$ cat src/rtl/sram_ctrl.sv
// sram_ctrl: turns 32-bit MEM-stage word requests into two 16-bit SRAM phases with wait states.
// Define SRAM_READ_BUF_EN to compile in a one-entry read buffer (word tag + valid).
module sram_ctrl #(
    parameter int unsigned WAIT_CYCLES = 1,
    parameter int unsigned ADDR_W      = 18,
    parameter logic [31:0] BASE_ADDR   = 32'd1024
) (
    input  logic              clk,
    input  logic              rst_n,
    input  logic              MEM_R_EN,
    input  logic              MEM_W_EN,
    input  logic [31:0]       address,
    input  logic [31:0]       wdata,
    output logic [31:0]       rdata,
    output logic              ready,
    output logic [ADDR_W-1:0] sram_addr,
    input  logic [15:0]       sram_dq_in,
    output logic [15:0]       sram_dq_out,
    output logic              sram_dq_oe,
    output logic              sram_we_n,
    output logic              sram_ce_n
);
    localparam int unsigned CNT_W =
        ($clog2(WAIT_CYCLES + 1) > 2) ? $clog2(WAIT_CYCLES + 1) : 2;
    localparam logic [CNT_W-1:0] CNT_END = CNT_W'(WAIT_CYCLES);
    localparam int unsigned WORD_W = ADDR_W - 1;

    typedef enum logic [1:0] {StIdle, StLo, StHi, StDone} state_e;

    state_e            state_q, state_d;
    logic [CNT_W-1:0]  cnt_q, cnt_d;
    logic [WORD_W-1:0] word_q, word_d;
    logic [31:0]       wdata_q, wdata_d;
    logic [31:0]       rdata_q, rdata_d;
    logic              is_wr_q, is_wr_d;
    logic [31:0]       offset;
    logic [WORD_W-1:0] req_word;
    logic              req, hit, phase_end;
    logic              unused_offset;

    // Word index wraps modulo the SRAM size; the dropped bits are intentionally ignored.
    assign offset        = address - BASE_ADDR;
    assign req_word      = offset[WORD_W+1:2];
    assign unused_offset = ^{offset[31:WORD_W+2], offset[1:0]};

`ifdef SRAM_READ_BUF_EN
    logic              buf_valid_q, buf_valid_d;
    logic [WORD_W-1:0] buf_tag_q, buf_tag_d;

    assign hit = MEM_R_EN && !MEM_W_EN && buf_valid_q && (buf_tag_q == req_word);

    always_comb begin
        buf_valid_d = buf_valid_q;
        buf_tag_d   = buf_tag_q;
        if (state_q == StIdle && MEM_W_EN) begin
            buf_valid_d = 1'b0;
        end else if (state_q == StDone && !is_wr_q) begin
            buf_valid_d = 1'b1;
            buf_tag_d   = word_q;
        end
    end

    always_ff @(posedge clk or negedge rst_n) begin
        if (!rst_n) begin
            buf_valid_q <= 1'b0;
            buf_tag_q   <= '0;
        end else begin
            buf_valid_q <= buf_valid_d;
            buf_tag_q   <= buf_tag_d;
        end
    end
`else
    assign hit = 1'b0;
`endif

    assign req       = (MEM_R_EN || MEM_W_EN) && !hit;
    assign phase_end = (cnt_q == CNT_END);
    assign rdata     = rdata_q;

    always_comb begin
        state_d     = state_q;
        cnt_d       = cnt_q;
        word_d      = word_q;
        wdata_d     = wdata_q;
        rdata_d     = rdata_q;
        is_wr_d     = is_wr_q;
        ready       = 1'b0;
        sram_addr   = '0;
        sram_dq_out = '0;
        sram_dq_oe  = 1'b0;
        sram_we_n   = 1'b1;
        sram_ce_n   = 1'b1;
        unique case (state_q)
            StIdle: begin
                ready = !req;
                if (req) begin
                    state_d = StLo;
                    cnt_d   = '0;
                    word_d  = req_word;
                    wdata_d = wdata;
                    is_wr_d = MEM_W_EN;
                end
            end
            StLo, StHi: begin
                sram_ce_n = 1'b0;
                sram_addr = {word_q, state_q == StHi};
                if (is_wr_q) begin
                    sram_we_n   = 1'b0;
                    sram_dq_oe  = 1'b1;
                    sram_dq_out = (state_q == StHi) ? wdata_q[31:16] : wdata_q[15:0];
                end
                if (phase_end) begin
                    cnt_d = '0;
                    if (state_q == StLo) begin
                        state_d = StHi;
                        if (!is_wr_q) rdata_d[15:0] = sram_dq_in;
                    end else begin
                        state_d = StDone;
                        if (!is_wr_q) rdata_d[31:16] = sram_dq_in;
                    end
                end else begin
                    cnt_d = cnt_q + 1'b1;
                end
            end
            StDone: begin
                ready   = 1'b1;
                state_d = StIdle;
            end
            default: state_d = StIdle;
        endcase
    end

    always_ff @(posedge clk or negedge rst_n) begin
        if (!rst_n) begin
            state_q <= StIdle;
            cnt_q   <= '0;
            word_q  <= '0;
            wdata_q <= '0;
            rdata_q <= '0;
            is_wr_q <= 1'b0;
        end else begin
            state_q <= state_d;
            cnt_q   <= cnt_d;
            word_q  <= word_d;
            wdata_q <= wdata_d;
            rdata_q <= rdata_d;
            is_wr_q <= is_wr_d;
        end
    end

endmodule

$ cat config.mk
export PLATFORM = sky130hd
export DESIGN_NAME = sram_ctrl
export DESIGN_NICKNAME = d
export VERILOG_FILES = /design/src/rtl/sram_ctrl.sv
export SDC_FILE = /design/constraint.sdc
export NUM_CORES = 1
export LEC_CHECK = 0
export ABC_AREA = 1
export CELL_PAD_IN_SITES_DETAIL_PLACEMENT = 1
export CELL_PAD_IN_SITES_GLOBAL_PLACEMENT = 2
export CORE_ASPECT_RATIO = 0.5
export CORE_MARGIN = 5
export CORE_UTILIZATION = 24
export CTS_BUF_LIST = sky130_fd_sc_hd__clkbuf_2 sky130_fd_sc_hd__clkbuf_4 sky130_fd_sc_hd__clkbuf_8
export CTS_CLUSTER_DIAMETER = 50
export DETAILED_ROUTE_END_ITERATION = 12
export GPL_ROUTABILITY_DRIVEN = 0
export PLACE_DENSITY = 0.78
export SYNTH_ARGS = -nofsm -noshare
export SYNTH_HDL_FRONTEND = slang
export SYNTH_SLANG_ARGS = --single-unit
$ cat constraint.sdc
create_clock -name clk -period 2.7 [get_ports clk]
set_clock_uncertainty 0.2 [all_clocks]
set_input_delay 0.81 -clock clk [delete_from_list [all_inputs] [get_ports clk]]
set_output_delay 0.81 -clock clk [all_outputs]
set_load 0.01 [all_outputs]
## After elaboration in Yosys (flattened, before gate mapping)

Cells that the tools add are included.
Widths: inputs -> output; s select.

- Bits in registers: 86
- Latch bits: 0
- Bits in writable memories: 0
- Bits in read-only memories: 0
- Output and inout port bits: 70
- Memories: 0

- Add/subtract/negate cells: 2
- Multipliers: 0
- Div/mod/pow operators: 0
- Magnitude comparators: 0
- Equal/unequal tests: 6
- Shift-type cells: 0
- Mux-type cells: 17
- Bitwise gates (word level): 2
- Reduce and logical (&&, ||, !) cells: 10

Operators by type and width:

| kind | count |
|---|---|
| $mux 16 | 3 |
| $sub 19x11->19 const B | 1 |
| $mux 18 | 1 |
| $mux 2 | 4 |
| $reduce_and 4->1 | 2 |
| $mux 1 | 6 |
| $pmux 2 s3 | 1 |
| $reduce_and 2->1 | 3 |
| $eq 2x1->1 const B | 2 |
| $eq 2x2->1 const B | 2 |
| $ne 2x2->1 const B | 2 |
| $pmux 2 s2 | 1 |
| $add 2x1->2 const B | 1 |
| $logic_not 2->1 | 1 |
| $not 1->1 | 2 |
| $pmux 1 s2 | 1 |
| $reduce_bool 2->1 | 1 |
| $reduce_or 2->1 | 1 |
| $logic_not 1->1 | 1 |
| $logic_or 1x1->1 | 1 |

## Longest topological paths before layout

- Depth in word-level cells: 4
- Mapped depth: 8
- Mapped depth without buffers: 8

## Worst setup path after synthesis

Ideal clock, no wire load.

- Path kind: reg-to-output
- From: register state_q[0]
- To: output sram_dq_out[10]
- Data arrival time: 1.524 ns
- Data required time: 1.690 ns
- Slack: 0.166 ns
- Cell stages (with the launch flop): 7
- Path buffers: 2
- Path through: dfrtp_1 -> inv_1 -> ha_1 -> buf_2 -> clkbuf_1 -> nor2_1 -> nor3_1

- Word-level cells in the longest chain between the ends: 4
- Elaborated cells between the ends (all ways): 6
- Those cells by class: 2 x eq/ne; 3 x mux; 1 x reduce/logical

RTL lines:

| what | line | source |
|---|---|---|
| from (decl) | 30 | `state_e state_q, state_d;` |
| from (signal assigned) | 135 | `state_q <= StIdle;` |
| from (signal assigned) | 142 | `state_q <= state_d;` |
| $eq 2x2->1 | 93, 110 |  |
| $mux 16 | 110 | `sram_dq_out = (state_q == StHi) ? wdata_q[31:16] : wdata_q[15:0];` |
| $mux 16 | 107 | `if (is_wr_q) begin` |
| $mux 16 * | 93 | `unique case (state_q)` |
| to (decl) | 18 | `output logic [15:0] sram_dq_out,` |

Every way passes the cells marked *; elsewhere a longest branch is shown, timed or not.

## Worst setup path in the final report

- From: register state_q[0]
- To: output sram_dq_out[3]

Same word-level chain as after synthesis.

==> results.toml <==
[synthesis]
synth-xor-area-share_pct = 0
yosysMostFrequentCell = "nand2_1"
synth-warning-count = 0
synth_largest_area_cell = "dfrtp_1"
ys_seq_area_share_pct = 55.2
synth_top_family_by_area = "simple AND/OR/NAND/NOR gates"
synthDistinctLibCells = 22
synth_edf_count = 0
synthTopCellsByCount = "nand2_1, dfrtp_1, inv_1"
netlist_instances = 494
async_flop_share_pct = 100
syn_area_per_cell_sq_um = 7.89
ys_ff_latch = 86
synth_fa_ha_area_share_pct = 1.93
synthesis.nets = 584
synthMuxAreaShare_pct = 0
yosys.area.top_type_share_pct = 55.2
synth_simple_gate_area_share_pct = 28.5
syn_area_sq_um = 3900
netlist_top_cells_area = "dfrtp_1, nand2_1, inv_1, nor2_1, o21ai_0"
synth_flop_cell = "dfrtp_1"
synth_compound_area_share_pct = 6.33

[worst_setup_path]
r2r-end = "rdata[17]"
crit_family = "buffers and inverters"
cp_num_buf_inv = 4
reg2reg_slack_ns = 0.46
end_kind = "primary output"
r2r-start = "state_q[0]"
start_kind = "flip-flop"
path_cells = "inv_2, ha_4, nand2_8, buf_12, buf_6, nor3_4, buf_2"
slowest_stage = "dfrtp_1"
worst-path-max-fanout = 5
cp.required_ns = 1.69
r2r_cells = 9
crit_type = "reg2out"
max_stage_delay_ns = 0.39
cp.arrival_ns = 1.78

[placed_design]
portBuffers = 138
placed_cell_area_sq_um = 5650
pre_cts_slack_ns = -0.482
placed_cells = 851
place_hpwl_microns = 8930

[clock_tree]
cts_sinks = 86
cts_buffers = 9
cts-root-buf = "clkbuf_8"
path_clk_slew_ns = 0.09
htreeDepth = 3
clk_path_buf_depth = 2
ctsHoldBuffers = 0
cts_tree = "yes"
clock_latency_ns = 0.35

[power]
finalPower_mw = 7.76
vdd.ir_drop.worst_v = 0.000359
p_leak_nw = 3.17
power.density_nw_per_um2 = 1260

[timing]
setup_tns_ns = -0.945
fin_crit_sh_pct = 103
min_period_ns = 2.79
hold_ws_ns = 0.127
tightest_slew_ns = 0.640
hold_viol = 0
relSlewSlack_pct = 57.1
setup_slack_ns = -0.0906
rsz0062_at_grt = "true"
setup_violations = 24
drv_slew = 0
max_clock_freq_mhz = 358

[drt]
drtAntennaViolNets = 0
viasPerCell = 4.13
via_count = 3635
drt_wl_total_microns = 13000
drtIter0Drc = 92
first_pass_iters = 4
avgRoutedWirePerCell_microns = 14.8
drc_errors = 0

[cells_and_area]
drive_gt1_share_pct = 19.7
diodes = 0
fill_cells = 1874
seqCellArea_sq_um = 2150
fin_area_sq_um = 6170
multi_input_comb_area_sq_um = 1620
layout.cells.non_filler = 881
nNetsFinal = 745
utilization_pct = 39.4
syn_to_final_growth_pct = 58.3

[run_status]
status = "complete, but fails checks"
violations = "setup timing"

[global_route]
grt_max_degree = 45
grt_util_all_layers_pct = 13.5
grt_pass1_vias = 3910
antenna_found_initial = 0
grt_overflow = 0
grt_pass1_wl_microns = 20700

[floorplanning]
core_sq_um = 15700
die_x_microns = 190
fp.dieArea_sq_um = 19000
start_util_pct = 24.9
rows = 32
die_h_microns = 100
io_pins = 154

[hold_path]
hold_path_class = "in2async"

[flow_run]
drv_cap = 0
[worst max path at each step]
stage               start              end  cells past startpoint
2_1_floorplan  state_q[0]  sram_dq_out[10]                      6
3_3_place_gp     MEM_W_EN            ready                      7
3_5_place_dp     MEM_W_EN            ready                      7
4_1_cts        state_q[0]   sram_dq_out[8]                      7
5_1_grt        state_q[0]   sram_dq_out[3]                      7
6_report       state_q[0]   sram_dq_out[3]                      7
[layer usage]
metal | up-vias | GRT usage, % | part of all wire [%]
met5 | - | 0 | 0
met4 | 0 | 3.47 | 1.0
met3 | 9 | 3.23 | 3.7
met2 | 71 | 23.0 | 48
met1 | 1735 | 17.5 | 47
li1 | 1820 | - | -
[state kept, by name, indices dropped and copies added (netlist names)]
| register | cells |
|---|---|
| is_wr_q | 1 |
| rdata | 32 |
| wdata_q | 32 |
| state_q | 2 |
| cnt_q | 2 |
| word_q | 17 |
[power by group]
group          switching, mW  internal, mW  total, mW
logic                   2.28          2.11       4.39
clock network          0.504         0.584       1.09
registers              0.365          1.92       2.28
total                   3.15          4.61       7.76
[kinds of logic (layout without fill, tap and decap cells)]
logic type | count (synthesis) | in the layout
simple gates | 277 | 277
flops | 86 | 86
buf+inv | 77 | 243
compound gates | 48 | 48
fa+ha+maj | 6 | 6
[timing repair]
action                                  in CTS  in global routing
pin swaps                                    6                  3
setup buffers                                6                  4
gates cloned                                 1                  3
endpoints found under the setup margin      38                 36
resized for setup                          133                 71
[placed cells by master (no fill, tap or decap), drive strengths merged, types with 2 or more instances in the layout]
master and n:
a21oi 3, a31oi 3, buf 54, bufinv 2, clkbuf 22, clkdlybuf4s15 6, clkdlybuf4s50 97, dfrtp 86
dlygate4sd2 3, ha 6, inv 57, nand2 201, nand3 8, nand3b 2, nor2 50, nor3 15
o21ai 41
[final cells by class]
type,instances,share of cell area (%)
Timing Repair Buffer,172,27.1
Inverter,55,3.35
Clock inverter,5,1.44
Multi-Input combinational cell,331,26.3
Clock buffer,11,2.45
Sequential cell,86,34.9
Tap cell,221,4.48
Power figures use the tool's default switching activity.
==> patch (same settings) <==
Set the parameter `ADDR_W` to 16 (it was 18).
--- a/src/rtl/sram_ctrl.sv
+++ b/src/rtl/sram_ctrl.sv
@@ -4,3 +4,3 @@
     parameter int unsigned WAIT_CYCLES = 1,
-    parameter int unsigned ADDR_W      = 18,
+    parameter int unsigned ADDR_W      = 16,
     parameter logic [31:0] BASE_ADDR   = 32'd1024
Ports: changed (resized sram_addr); port bits go from 154 to 152. No check against the original RTL was run, so the function may have changed too.
==> patch against the original RTL <==
Global-route usage decreased by 0.62 points. Wire length shrank 10%. Worst setup slack improved by 0.11 ns. Sequential cell count fell by 2. Utilization shrank 1.1 points. Cell area fell by 4.7%. Synthesized area down 4.0%. Maximum frequency rose by 4.0%. Power down 6.9%. First-iteration DRC count increased by 24%.
==> patch: results (changes against the original RTL) <==
- DP Cell Count: 804 (-5.5%)
- Pre-Repair DR Iteration Count: 4 (unchanged)
- Slowest stage cell, crit path: dfrtp_1
- Skew-Pair Late Insertion Delay: 0.35 ns (about the same)
- Fin nets: 710 (-4.7%)
- Root Driver: clkbuf_8
- Worst VDD drop: 0.4010 mV (+12%)
- Place WS: -0.6393 ns (-0.1571 ns)
- Clock transition at path regs: 0.10 ns
- Placed cell areas: 5470 sq um (-3.2%)
- Logic gate share of total power: 0.548 (-0.017)
- Critical path arrival: 1.67 ns (-0.11 ns)
- Crit-path leading delay family: buffers and inverters
- Static leakage: 3.023 nW (-4.6%)
- Fin cells: 829 (-5.9%)
- Critical path's largest stage delay: 0.39 ns (about the same)
- Setup bufs post-CTS: 7 (+1)
- Diode count: 0 (unchanged)
- Ys flop type: dfrtp_1
- Final WL: 11.70 mm (-10%)
- Hold Crit Class: in2async
- Register area share after synthesis: 0.5619 (+0.009529)
- Num CTS Buffers: 9 (unchanged)
- H-tree depth: 3 (unchanged)
- Largest net degree at the start of global routing: 41 (-8.9%)
- Clock Path Buffers: 2 (unchanged)
- Average size of a mapped cell: 8.080 sq um (+2.4%)
- Initial drt markers: 114 (+24%)
- Net Sw Frac: 0.4010 (-0.004842)
- Detail Placement HPWL: 8.496 mm (-4.8%)
- IO buf count: 134 (-2.9%)
- Post-CTS sizing: 147 (+11%)
- Yosys Warn Count: 0 (unchanged)
- Outcome: completed
- CP Max Fanout: 10 (+5)
- Relative slew slack: 0.5514 (-0.01977)
- Unique cell type count in the Yosys netlist: 23 (+4.5%)
- Combinational gate power: 3.96 mW (-9.8%)
- Sequential Power Share: 0.309 (+0.015)
- Via count: 3456 (-4.9%)
- First-pass GRT wire length: 19.29 mm (-6.6%)
- Layout cells sized above 1: 0.2000 (+0.003030)
- Top cells by area, synth: dfrtp_1 (56%), nand2_1 (20%), inv_1 (4.4%), nor2_1 (3.5%), o21ai_1 (2.8%)
- Syn_nets: 553 (-5.3%)
- Number of global-route vias before repair: 3679 (-5.9%)
- Commonest cells in the netlist: nand2_1 (197), dfrtp_1 (84), inv_1 (44), nor2_1 (35), o21ai_1 (21)
- Initial antenna violation count: 0 (unchanged)
- Global-route usage over all layers: 0.1289 (-0.006163)
==> patch: cell types whose count changed after synthesis, moves of 2 or more <==
cell,change
nor2_1,-13
nand4_1,+2
dfrtp_1,-2
nand2_1,-3
inv_1,-9
a31oi_1,-3
a21oi_1,-2
buf_2,+5
o21ai_1,+4
clkbuf_1,-6
o21ai_0,-5
==> patch: worst paths after layout <==
check	from	to	slack, ns	depth (start not counted)
worst max register to register	state_q[1]	rdata[8]	0.60	6
max in group asynchronous	rst_n	wdata_q[15]	1.54	2
min in group clk	wdata_q[31]	wdata_q[31]	0.28	2
worst min register to register	wdata_q[31]	wdata_q[31]	0.28	2
worst max-delay path	state_q[1]	sram_addr[2]	0.02	8
worst min-delay path	rst_n	rdata[14]	0.12	1
==> patch: cells by family (layout without fill, tap and decap cells) <==
kind of cell / count (synthesis) / in the layout / synth area share
AOI/OAI and AO/OA: 44 / 44 / 0.06321
adders and majority gates: 6 / 6 / 0.02007
and+or+nand+nor: 262 / 262 / 0.2786
buffers and inverters: 66 / 228 / 0.07391
DFF: 84 / 84 / 0.5619
xor gates and xnor gates: 1 / 1 / 0.002342
==> patch: routing by layer <==
metal	vias to the layer above	GRT usage	routed length (um)
met5	-	0	0
met4	0	0.03134	112
met3	10	0.03536	402
met2	47	0.2245	5864
met1	1672	0.1602	5315
li1	1727	-	-
==> patch: cell type report <==
class                           instances  area (sq um)
Fill cell                            1824          9459
Sequential cell                        84          2102
Multi-Input combinational cell        313          1534
Inverter                               45         173.9
Timing Repair Buffer                  167          1583
Tap cell                              204         255.2
Clock buffer                            9         123.9
Clock inverter                          7         103.9
